### src/rtl/clb_cfg_emitter.sv
// Serializes one CLB configuration frame onto an AXI-stream master: per-input type and index, then the LUT truth table.
// Define CLB_CFG_EMITTER_TLAST_EN to raise tlast on the final truth-table beat; otherwise tlast stays 0.
module clb_cfg_emitter #(
    parameter int LUT_WIDTH            = 4,
    parameter int BITSTREAM_DATA_WIDTH = 1
) (
    input  logic                            clk,
    input  logic                            rst_n,
    input  logic                            start,
    input  logic [2*LUT_WIDTH-1:0]          cfg_input_types,
    input  logic [8*LUT_WIDTH-1:0]          cfg_input_indices,
    input  logic [2**LUT_WIDTH-1:0]         cfg_lut_table,
    output logic                            cfg_bitstream_tvalid,
    output logic [BITSTREAM_DATA_WIDTH-1:0] cfg_bitstream_tdata,
    output logic                            cfg_bitstream_tlast,
    input  logic                            cfg_bitstream_tready,
    output logic                            busy,
    output logic                            done
);

    localparam int LUT_BITS = 2**LUT_WIDTH;
    localparam int IN_W     = (LUT_WIDTH > 1) ? $clog2(LUT_WIDTH) : 1;
    localparam int BIT_W    = (LUT_WIDTH > 3) ? LUT_WIDTH : 3;

    localparam logic [IN_W-1:0]  LAST_IN      = IN_W'(LUT_WIDTH - 1);
    localparam logic [BIT_W-1:0] LAST_LUT_BIT = BIT_W'(LUT_BITS - 1);
    localparam logic [BIT_W-1:0] LAST_TYPE    = BIT_W'(1);
    localparam logic [BIT_W-1:0] LAST_INDEX   = BIT_W'(7);

    localparam logic [1:0] IDLE       = 2'd0;
    localparam logic [1:0] SEND_TYPE  = 2'd1;
    localparam logic [1:0] SEND_INDEX = 2'd2;
    localparam logic [1:0] SEND_LUT   = 2'd3;

    logic [1:0]                      state_reg, state_next;
    logic [IN_W-1:0]                 in_idx_reg, in_idx_next;
    logic [BIT_W-1:0]                bit_idx_reg, bit_idx_next;
    logic [2*LUT_WIDTH-1:0]          types_reg;
    logic [8*LUT_WIDTH-1:0]          indices_reg;
    logic [LUT_BITS-1:0]             lut_reg;
    logic                            tvalid_reg, busy_reg, done_reg, tlast_reg;
    logic [BITSTREAM_DATA_WIDTH-1:0] tdata_reg, tdata_next;
    logic                            load, finish, beat_bit, tlast_next, xfer;

    logic [1:0] type_arr [LUT_WIDTH];
    logic [7:0] idx_arr  [LUT_WIDTH];

    generate
        for (genvar gi = 0; gi < LUT_WIDTH; gi++) begin : g_unpack
            assign type_arr[gi] = types_reg[2*gi +: 2];
            assign idx_arr[gi]  = indices_reg[8*gi +: 8];
        end
    endgenerate

    assign xfer = tvalid_reg && cfg_bitstream_tready;

    // Next-state logic describes the beat that will be presented next cycle,
    // so the data/tlast registers are loaded with that beat one edge early.
    always_comb begin
        state_next   = state_reg;
        in_idx_next  = in_idx_reg;
        bit_idx_next = bit_idx_reg;
        load         = 1'b0;
        finish       = 1'b0;
        case (state_reg)
            IDLE: begin
                if (start) begin
                    state_next   = SEND_TYPE;
                    in_idx_next  = '0;
                    bit_idx_next = '0;
                    load         = 1'b1;
                end
            end
            SEND_TYPE: begin
                if (xfer) begin
                    if (bit_idx_reg == LAST_TYPE) begin
                        bit_idx_next = '0;
                        state_next   = SEND_INDEX;
                    end else begin
                        bit_idx_next = bit_idx_reg + 1'b1;
                    end
                end
            end
            SEND_INDEX: begin
                if (xfer) begin
                    if (bit_idx_reg == LAST_INDEX) begin
                        bit_idx_next = '0;
                        if (in_idx_reg == LAST_IN) begin
                            state_next = SEND_LUT;
                        end else begin
                            in_idx_next = in_idx_reg + 1'b1;
                            state_next  = SEND_TYPE;
                        end
                    end else begin
                        bit_idx_next = bit_idx_reg + 1'b1;
                    end
                end
            end
            default: begin
                if (xfer) begin
                    if (bit_idx_reg == LAST_LUT_BIT) begin
                        bit_idx_next = '0;
                        state_next   = IDLE;
                        finish       = 1'b1;
                    end else begin
                        bit_idx_next = bit_idx_reg + 1'b1;
                    end
                end
            end
        endcase
    end

    always_comb begin
        beat_bit = 1'b0;
        if (load) begin
            // Shadow registers are not yet loaded; beat 0 comes straight from the bus.
            beat_bit = cfg_input_types[0];
        end else begin
            case (state_next)
                SEND_TYPE:  beat_bit = type_arr[in_idx_next][bit_idx_next[0]];
                SEND_INDEX: beat_bit = idx_arr[in_idx_next][bit_idx_next[2:0]];
                SEND_LUT:   beat_bit = lut_reg[bit_idx_next[LUT_WIDTH-1:0]];
                default:    beat_bit = 1'b0;
            endcase
        end
        tdata_next    = '0;
        tdata_next[0] = beat_bit;
`ifdef CLB_CFG_EMITTER_TLAST_EN
        tlast_next = (state_next == SEND_LUT) && (bit_idx_next == LAST_LUT_BIT);
`else
        tlast_next = 1'b0;
`endif
    end

    always_ff @(posedge clk) begin
        if (!rst_n) begin
            state_reg   <= IDLE;
            in_idx_reg  <= '0;
            bit_idx_reg <= '0;
            types_reg   <= '0;
            indices_reg <= '0;
            lut_reg     <= '0;
            tvalid_reg  <= 1'b0;
            busy_reg    <= 1'b0;
            done_reg    <= 1'b0;
            tdata_reg   <= '0;
            tlast_reg   <= 1'b0;
        end else begin
            state_reg   <= state_next;
            in_idx_reg  <= in_idx_next;
            bit_idx_reg <= bit_idx_next;
            if (load) begin
                types_reg   <= cfg_input_types;
                indices_reg <= cfg_input_indices;
                lut_reg     <= cfg_lut_table;
            end
            tvalid_reg <= (state_next != IDLE);
            busy_reg   <= (state_next != IDLE);
            done_reg   <= finish;
            tdata_reg  <= tdata_next;
            tlast_reg  <= tlast_next;
        end
    end

    assign cfg_bitstream_tvalid = tvalid_reg;
    assign cfg_bitstream_tdata  = tdata_reg;
    assign cfg_bitstream_tlast  = tlast_reg;
    assign busy                 = busy_reg;
    assign done                 = done_reg;

endmodule

### config.mk
export PLATFORM = sky130hd
export DESIGN_NAME = clb_cfg_emitter
export DESIGN_NICKNAME = d
export VERILOG_FILES = /design/src/rtl/clb_cfg_emitter.sv
export SDC_FILE = /design/constraint.sdc
export NUM_CORES = 1
export LEC_CHECK = 0
export BUFFER_PORTS_ARGS = -buffer_cell sky130_fd_sc_hd__buf_4
export CORE_MARGIN = 3
export CORE_UTILIZATION = 40
export CTS_CLUSTER_DIAMETER = 120
export DETAILED_ROUTE_END_ITERATION = 10
export SYNTH_ARGS = -nofsm -noshare
export SYNTH_HDL_FRONTEND = slang
export SYNTH_SLANG_ARGS = --single-unit
export TNS_END_PERCENT = 1
### constraint.sdc
create_clock -name clk -period 2.7 [get_ports clk]
set_clock_uncertainty 0.1 [all_clocks]
set_input_delay 0.405 -clock clk [delete_from_list [all_inputs] [get_ports clk]]
set_output_delay 0.405 -clock clk [all_outputs]
set_load 0.02 [all_outputs]
==> flow_metrics.tcl, run 1 <==
set metrics [dict create \
    numClockSinks 67 \
    largest_reg_flops 32 \
    crit_fanout 4 \
    ys_top_cells_by_area "dfxtp_1, nand2_1, a21oi_1, mux2i_1, ha_1" \
    clock_path_buffers 2 \
    route.detailed.drc 0 \
    final_hold_viol_count 0 \
    ctsHtreeMaxLevel 3 \
    clockRootBuffer "clkbuf_8" \
    leakage_nw 1.75 \
    ys_seq_area_frac 0.408 \
    critPathRequiredTime_ns 2.88 \
    vias 3000 \
    synth_most_common_cell "nand2_1" \
    hpwl_microns 5880 \
    track_usage 0.177 \
    fp.dieW_microns 96.7 \
    hold_class "input port to flip-flop" \
    finalCritPeriodShare 0.992 \
    synth.distinct_cells 52 \
    max_freq_mhz 373 \
    die_y_microns 96.7 \
    drt_iter0_drc 113 \
    cpMaxStageDelayCell "mux4_2" \
    tightest_slew_ns 0.583 \
    grt-ovfl-total 0 \
    fp-row-count 32 \
    finalSetupViolCount 0 \
    cpMostUsedCell "buf_4" \
    grt_pass1_wl_microns 14000 \
    avgSynthCellArea_sq_um 8.18 \
    fill_cells 772 \
    area_growth_syn_to_layout_pct 33.3 \
    cts_tree "yes" \
    power.density_nw_per_um2 512 \
    synthFlopType "dfxtp_1" \
    first_pass_iters 4 \
    synth_warnings 0 \
    antenna_found_initial 0 \
    io_buffer_count 63 \
    fin_hold_ws_ns 0.208 \
    grt_pass1_vias 3023 \
    core-area_sq_um 7850 \
    synth_nets 468 \
    critPathMaxStageDelay_ns 0.50 \
    async_reset_ff_frac 0 \
    status "completed" \
    wirelength_microns 8160 \
    wl_per_cell_microns 13.6 \
    via_per_inst 5.02 \
    grt_max_degree 58 \
    synth_cells 402 \
    period_needed_ns 2.68 \
    critPathArrivalTime_ns 2.86 \
    die-area_sq_um 9340 \
    fin_util 0.558 \
    ir_worst_vdd_mv 0.275 \
    gp_congestion 0.919 \
    synth_top_area_frac 0.408 \
    start_kind "flip-flop" \
    pre_cts_ws_ns -0.0560 \
    ant_nets 0 \
    drv_cap 0 \
    yosysTopAreaCell "dfxtp_1" \
    cts_hold_buf 0 \
    cts_buffers 9 \
    report.final.slew_viol_count 0 \
    num_antenna_cells 0 \
    path_delay_family "compound AO/OA/AOI/OAI gates" \
    initial_core_util 0.419 \
    worst_slack_ns 0.0225 \
    rsz0062_at_grt "true" \
    yosys-top-cells-count "nand2_1, a21oi_1, dfxtp_1" \
    drive_gt1_frac 0.315 \
    synth-seq-cells 67 \
    ioPinCount 65 \
    final_nets 557 \
    synth_edf_count 0 \
    maxSlewHeadroom 0.611 \
    critPathCaptureType "flip-flop" \
    path_cells "ha_2, and3_4, buf_4, nand3_2, nor2_2, o41ai_2, buf_4, mux4_2, nand2_1, o21ai_2, a41oi_2, o311a_1" \
    syn_area_sq_um 3290 \
    path_buf_inv 2 \
    insertion_delay_ns 0.33 \
    clk_pin_slew_ns 0.08 \
    crit_type "flip-flop to flip-flop" \
]
-- power by group --
group / internal (W) / switching, W
clock network: 0.000455 / 0.000388
logic: 0.000156 / 0.000169
registers: 0.00105 / 0.0000308
total: 0.00166 / 0.000587
-- cells by family (layout without fill, tap and decap cells) --
group | after synthesis | after routing | synth area share
buf+inv | 34 | 128 | 0.0498
simple gates | 160 | 160 | 0.210
other cells | 1 | 1 | 0.00114
mux | 40 | 40 | 0.129
flops | 67 | 67 | 0.408
fa+ha+maj | 6 | 6 | 0.0228
compound gates | 94 | 94 | 0.179
-- routing by layer --
layer / track usage / up-vias / share of wire
li1: - / 1542 / -
met1: 0.231 / 1390 / 0.48
met2: 0.291 / 58 / 0.47
met3: 0.0425 / 10 / 0.035
met4: 0.0529 / 0 / 0.013
met5: 0 / - / 0
-- worst min-delay path, stage by stage --
cell	delay (ns)
buf_4	0.11
nand2_1	0.04
a21oi_1	0.05
-- worst paths after layout --
path | startpoint | end | slack (ns) | depth (start not counted)
max | bit_idx_reg[1]$_SDFF_PN0_ | cfg_bitstream_tdata$_SDFF_PN0_ | 0.02 | 12
min | cfg_input_indices[29] | indices_reg[29]$_SDFFE_PN0P_ | 0.21 | 3
max reg2reg | bit_idx_reg[1]$_SDFF_PN0_ | cfg_bitstream_tdata$_SDFF_PN0_ | 0.02 | 12
min reg2reg | types_reg[5]$_SDFFE_PN0P_ | types_reg[5]$_SDFFE_PN0P_ | 0.36 | 2
-- stage by stage --
| stage | TNS (ns) | cells | total power, W | instance area (sq um) |
|---|---|---|---|---|
| floorplan | 0 | 402 | 0.00128 | 3290 |
| global placement | -0.0377 | 571 | 0.00142 | 4020 |
| detailed placement | -0.0560 | 571 | 0.00142 | 4020 |
| CTS | -0.0205 | 597 | 0.00227 | 4360 |
| global route | -0.115 | 598 | 0.00236 | 4380 |
| finish | 0 | 598 | 0.00225 | 4380 |
-- cell usage in the layout (no fill, tap or decap), types with 2 or more instances in the layout --
master      netlist  routed
a21oi_1          67      66
and2_1            7       6
buf_12            0       2
buf_4             5     101
buf_6             2       2
clkbuf_8          0      10
clkinvlp_4        0       3
dfxtp_1          67      65
dfxtp_2           0       2
ha_1              6       3
ha_2              0       3
inv_1             5       5
mux2_2            5       5
mux2i_1          33      33
nand2_1         124     123
nand2b_1          3       3
nand3_1           3       2
nand3_2           1       2
nor2_1            9       8
nor2b_1           3       2
nor3_1            3       3
o2111ai_1         2       2
o21ai_0           4       4
-- final cells by class --
class                   instances  area, sq um  share of cell area
flip-flops and latches         67         1340               0.307
multi-input cells             301         1840               0.420
clock buffers                  11          141              0.0323
clock inverters                 5         61.3              0.0140
well taps                     102          128              0.0291
inverters                       6         22.5             0.00514
repair buffers                106          846               0.193
-- repair_timing --
action,4_1_cts,5_1_grt
pin swaps,8,4
buffers inserted,9,1
endpoints found under the setup margin,1,1
resized for setup,10,7
cloned,1,0
Power figures use the tool's default switching activity.
==> run 2: changes to the inputs <==
Clock period 2.7 ns to 3.15 ns, I/O delays scaled along.
==> run 2 against run 1 <==
Compared with the run above:
- final cell count fell by 5.7%
- global-route usage fell by 1.1 points
- power shrank 19%
- register-to-register slack gained 0.19 ns
- largest power group unchanged
- sequential power shrank 14%
- first-iteration DRC count up 33%
- wire length is 6.5% lower
- highest routed layer unchanged
- count of clock-buffer cells in the layout is the same
- cell area shrank 8.1%
- utilization decreased by 4.5 points
- worst hold slack improved by 0.059 ns
==> flow_metrics.tcl, run 2 (same netlist as run 1, synthesis figures left out) <==
set metrics [dict create \
    status "completed" \
    final_nets 523 \
    start_kind "flip-flop" \
    leakage_nw 1.57 \
    drv_cap 0 \
    crit_type "flip-flop to flip-flop" \
    clock_path_buffers 2 \
    ctsHtreeMaxLevel 3 \
    power.density_nw_per_um2 450 \
    worst_slack_ns 0.210 \
    critPathMaxStageDelay_ns 0.50 \
    drive_gt1_frac 0.240 \
    cpMaxStageDelayCell "mux4_2" \
    report.final.slew_viol_count 0 \
    critPathRequiredTime_ns 3.34 \
    wirelength_microns 7620 \
    area_growth_syn_to_layout_pct 22.4 \
    finalSetupViolCount 0 \
    path_buf_inv 1 \
    critPathCaptureType "flip-flop" \
    initial_core_util 0.419 \
    route.detailed.drc 0 \
    vias 2882 \
    maxSlewHeadroom 0.608 \
    core-area_sq_um 7850 \
    critPathArrivalTime_ns 3.12 \
    tightest_slew_ns 0.581 \
    clk_pin_slew_ns 0.07 \
    finalCritPeriodShare 0.933 \
    final_common_cell "nand2_1" \
    cts_hold_buf 0 \
    cts_setup_buffers 0 \
    rsz0062_at_grt "false" \
    cts_tree "yes" \
    fill_cells 809 \
    crit_fanout 18 \
    io_buffer_count 63 \
    clockRootBuffer "clkbuf_8" \
    path_delay_family "compound AO/OA/AOI/OAI gates" \
    ioPinCount 65 \
    via_per_inst 5.11 \
    wl_per_cell_microns 13.5 \
    cts_buffers 9 \
    insertion_delay_ns 0.35 \
    tns_ns 0 \
    grt_max_degree 58 \
    fp-row-count 32 \
    antenna_found_initial 0 \
    layout.cells.most_common_list "nand2_1, buf_4, a21oi_1, dfxtp_1, mux2i_1" \
    grt-ovfl-total 0 \
    ir_worst_vdd_mv 0.229 \
    gp_congestion 0.869 \
    pre_cts_ws_ns 0.194 \
    fp.dieW_microns 96.7 \
    largest_reg_flops 32 \
    track_usage 0.166 \
    drt_iter0_drc 150 \
    numClockSinks 67 \
    hpwl_microns 5520 \
    hold_class "input port to flip-flop" \
    grt_pass1_wl_microns 13000 \
    max_freq_mhz 340 \
    first_pass_iters 4 \
    die_y_microns 96.7 \
    period_needed_ns 2.94 \
    ant_nets 0 \
    final_hold_viol_count 0 \
    die-area_sq_um 9340 \
    grt_pass1_vias 2747 \
    path_cells "ha_1, and3_2, nand3_1, nor2_1, o41ai_2, buf_12, mux4_2, nand2_1, o21ai_1, a41oi_2, o311a_1" \
    num_antenna_cells 0 \
]
==> run 2: cell count changes in the layout (fill, tap and decap cells not counted), moves of 2 or more <==
cell | previous run | this run
clkinvlp_4 | 3 | 0
ha_1 | 3 | 6
buf_4 | 101 | 70
buf_6 | 2 | 0
clkinv_2 | 0 | 4
ha_2 | 3 | 0
dfxtp_2 | 2 | 0
dfxtp_1 | 65 | 67
==> run 2: metal layers <==
layer	vias to the layer above	GRT usage	routed length (microns)
met3	10	0.0303	294
met4	0	0.0648	118
met5	-	0	0
li1	1477	-	-
met1	1344	0.222	3580
met2	51	0.266	3630
==> run 2: worst paths after layout <==
kind	from	endpoint	slack [ns]	depth (start not counted)
max	bit_idx_reg[0]$_SDFF_PN0_	cfg_bitstream_tdata$_SDFF_PN0_	0.21	11
min	cfg_lut_table[10]	lut_reg[10]$_SDFFE_PN0P_	0.27	3
max reg2reg	bit_idx_reg[0]$_SDFF_PN0_	cfg_bitstream_tdata$_SDFF_PN0_	0.21	11
min reg2reg	indices_reg[3]$_SDFFE_PN0P_	indices_reg[3]$_SDFFE_PN0P_	0.36	2
==> run 2: power by group <==
group	total, W	switching (W)	internal [W]
Clock	0.000624	0.000322	0.000303
Combinational	0.000261	0.000138	0.000123
Sequential	0.000924	0.0000270	0.000897
==> run 2: cell type report <==
cell class,count,area (sq um),share of cell area
Tap cell,102,128,0.0317
Sequential cell,67,1340,0.333
Clock inverter,5,28.8,0.00715
Inverter,6,22.5,0.00560
Clock buffer,11,141,0.0351
Multi-Input combinational cell,301,1800,0.447
Timing Repair Buffer,72,566,0.141
==> run 2: worst min-delay path, stage by stage <==
cell and delay, ns:
buf_4 0.11, nand2_1 0.04, a21oi_1 0.05
==> run 2: metrics by stage <==
step / hold WS, ns / power (W) / util / instances / cell area [sq um]
after floorplan: 0.333 / 0.00110 / - / 402 / 3290
after global placement: 0.342 / 0.00121 / 0.491 / 548 / 3850
after detailed placement: 0.346 / 0.00121 / 0.491 / 548 / 3850
after CTS: 0.259 / 0.00183 / 0.512 / 564 / 4020
after global routing: 0.270 / 0.00190 / 0.513 / 564 / 4030
final: 0.267 / 0.00181 / 0.513 / 564 / 4030
==> run 2: what timing repair did <==
action	in CTS	in global routing
setup endpoints to repair	0	1
hold endpoints to repair	0	0
gates resized for setup	0	1
==> run 3: changes to the inputs <==
Settings changed: CAP_MARGIN set to 40, CORE_MARGIN 3 to 2.
==> run 3 against run 2 <==
Compared with the run above:
- sequential power about the same
- via count down 0.62%
- sequential share of layout area fell by 0.52 points
- largest power group unchanged
- register-to-register slack about the same
- cell area up 1.6%
- global-route usage up 1.3 points
==> flow_metrics.tcl, run 3 (same netlist as run 1, synthesis figures left out) <==
set metrics [dict create \
    area_growth_syn_to_layout_pct 24.4 \
    cts_tree "yes" \
    grt_pass1_wl_microns 12700 \
    drt_iter0_drc 93 \
    start_kind "flip-flop" \
    antenna_found_initial 0 \
    tightest_slew_ns 0.580 \
    finalSetupViolCount 0 \
    vias 2864 \
    hold_class "input port to flip-flop" \
    fp-row-count 33 \
    io_buffer_count 63 \
    wirelength_microns 7740 \
    largest_reg_flops 32 \
    rsz0062_at_grt "false" \
    regArea_sq_um 1340 \
    ctsHtreeMaxLevel 3 \
    crit_fanout 18 \
    fill_cells 848 \
    seq_power_share 0.466 \
    critPathRequiredTime_ns 3.33 \
    grt_max_degree 58 \
    status "completed" \
    multiInputGateArea_sq_um 1790 \
    grt_pass1_vias 2691 \
    r2r_cells 13 \
    initial_core_util 0.406 \
    final_nets 524 \
    finalCritPeriodShare 0.938 \
    die-area_sq_um 8960 \
    route.detailed.drc 0 \
    cts_resized 0 \
    fin_hold_ws_ns 0.275 \
    ir_worst_vdd_mv 0.205 \
    clk_pin_slew_ns 0.07 \
    cts_buffers 9 \
    stdcell_area_sq_um 4090 \
    min-delay-start "cfg_input_indices[8]" \
    hpwl_microns 5590 \
    leakage_nw 1.59 \
    path_cells "inv_1, ha_1, buf_4, nor2b_1, a211o_1, a21oi_1, o41ai_2, buf_12, mux4_2, nand2_1, o21ai_1, a41oi_2, o311a_1" \
    insertion_delay_ns 0.34 \
    final_hold_viol_count 0 \
    fin_util 0.505 \
    clockRootBuffer "clkbuf_8" \
    grt-ovfl-total 0 \
    netSwitchingFraction 0.249 \
    clockPowerShare 0.401 \
    num_antenna_cells 0 \
    cts_hold_buf 0 \
    fp.dieW_microns 94.7 \
    combPwrFrac 0.133 \
    tns_ns 0 \
    via_per_inst 5.04 \
    cpMaxStageDelayCell "mux4_2" \
    worst-r2r-setup-slack_ns 0.20 \
    die_y_microns 94.7 \
    core-area_sq_um 8090 \
    clock_path_buffers 2 \
    whs_endpoint "indices_reg[8]$_SDFFE_PN0P_" \
    ioPinCount 65 \
    final_common_cell "nand2_1" \
    critPathCaptureType "flip-flop" \
    drive_gt1_frac 0.242 \
    whs_path_depth 3 \
    layout.cells.most_common_list "nand2_1, buf_4, a21oi_1, dfxtp_1, mux2i_1" \
    period_needed_ns 2.95 \
    placed_area_sq_um 3860 \
    critPathArrivalTime_ns 3.13 \
    max_freq_mhz 339 \
    drv_cap 0 \
    crit_type "flip-flop to flip-flop" \
    critPathMaxStageDelay_ns 0.50 \
    power_w 0.00198 \
    cts_setup_buffers 0 \
    netSwitchingPower_w 0.000494 \
    r2r-end "cfg_bitstream_tdata$_SDFF_PN0_" \
    r2r_start "state_reg[0]$_SDFF_PN0_" \
    power.density_nw_per_um2 484 \
    internal-power_w 0.00149 \
    track_usage 0.180 \
    gp_congestion 0.877 \
    first_pass_iters 4 \
    numClockSinks 67 \
    report.final.slew_viol_count 0 \
    maxSlewHeadroom 0.613 \
    wl_per_cell_microns 13.6 \
    ant_nets 0 \
]
-- run 3: changes by cell type in the layout (fill, tap and decap cells not counted), sizes merged --
| cell | change |
|---|---|
| buf | +1 |
| clkinvlp | +2 |
| clkbuf | -1 |
| bufinv | +2 |
| clkinv | -3 |
-- run 3: worst max-delay path by stage --
stage | from | end | slack (ns) | cells after the start
floorplan | bit_idx_reg[0]$_SDFF_PN0_ | cfg_bitstream_tdata$_SDFF_PN0_ | 0.49 | 10
global placement | bit_idx_reg[0]$_SDFF_PN0_ | cfg_bitstream_tdata$_SDFF_PN0_ | 0.24 | 11
detailed placement | bit_idx_reg[0]$_SDFF_PN0_ | cfg_bitstream_tdata$_SDFF_PN0_ | 0.22 | 10
CTS | bit_idx_reg[0]$_SDFF_PN0_ | cfg_bitstream_tdata$_SDFF_PN0_ | 0.20 | 10
global route | state_reg[0]$_SDFF_PN0_ | cfg_bitstream_tdata$_SDFF_PN0_ | 0.02 | 13
finish | state_reg[0]$_SDFF_PN0_ | cfg_bitstream_tdata$_SDFF_PN0_ | 0.20 | 13
-- run 3: metal layers --
layer | part of all wire | track usage | up-vias
li1 | - | - | 1476
met3 | 0.034 | 0.0279 | 9
met4 | 0.013 | 0.0688 | 0
met2 | 0.49 | 0.297 | 51
met1 | 0.47 | 0.236 | 1328
met5 | 0 | 0 | -
-- run 3: power groups by stage --
stage / sequential (W) / clock (W) / combinational [W]
after floorplan: 0.000938 / 0 / 0.000162
after global placement: 0.000943 / 0 / 0.000263
after detailed placement: 0.000944 / 0 / 0.000265
after CTS: 0.000924 / 0.000813 / 0.000267
after global routing: 0.000930 / 0.000844 / 0.000296
final: 0.000924 / 0.000794 / 0.000263
-- run 3: metrics by stage --
| step | std cells | setup WS (ns) |
|---|---|---|
| 3_5_place_dp | 552 | 0.220 |
| 2_1_floorplan | 402 | 0.487 |
| 4_1_cts | 568 | 0.197 |
| 5_1_grt | 568 | 0.0162 |
| 6_report | 568 | 0.196 |
| 3_3_place_gp | 552 | 0.243 |
-- run 3: area by class of cell --
class	instances	area share
clock inverters	6	0.0217
repair buffers	73	0.140
clock buffers	10	0.0337
flip-flops and latches	67	0.328
well taps	105	0.0321
inverters	6	0.00551
multi-input cells	301	0.439
-- run 3: critical path, delay by kind of cell (launching register included) --
| kind | cells | cell delay, ns |
|---|---|---|
| muxes | 1 | 0.50 |
| AOI/OAI and AO/OA | 6 | 0.93 |
| buffers and inverters | 3 | 0.49 |
| DFF | 1 | 0.36 |
| and+or+nand+nor | 2 | 0.23 |
| adders and majority gates | 1 | 0.26 |
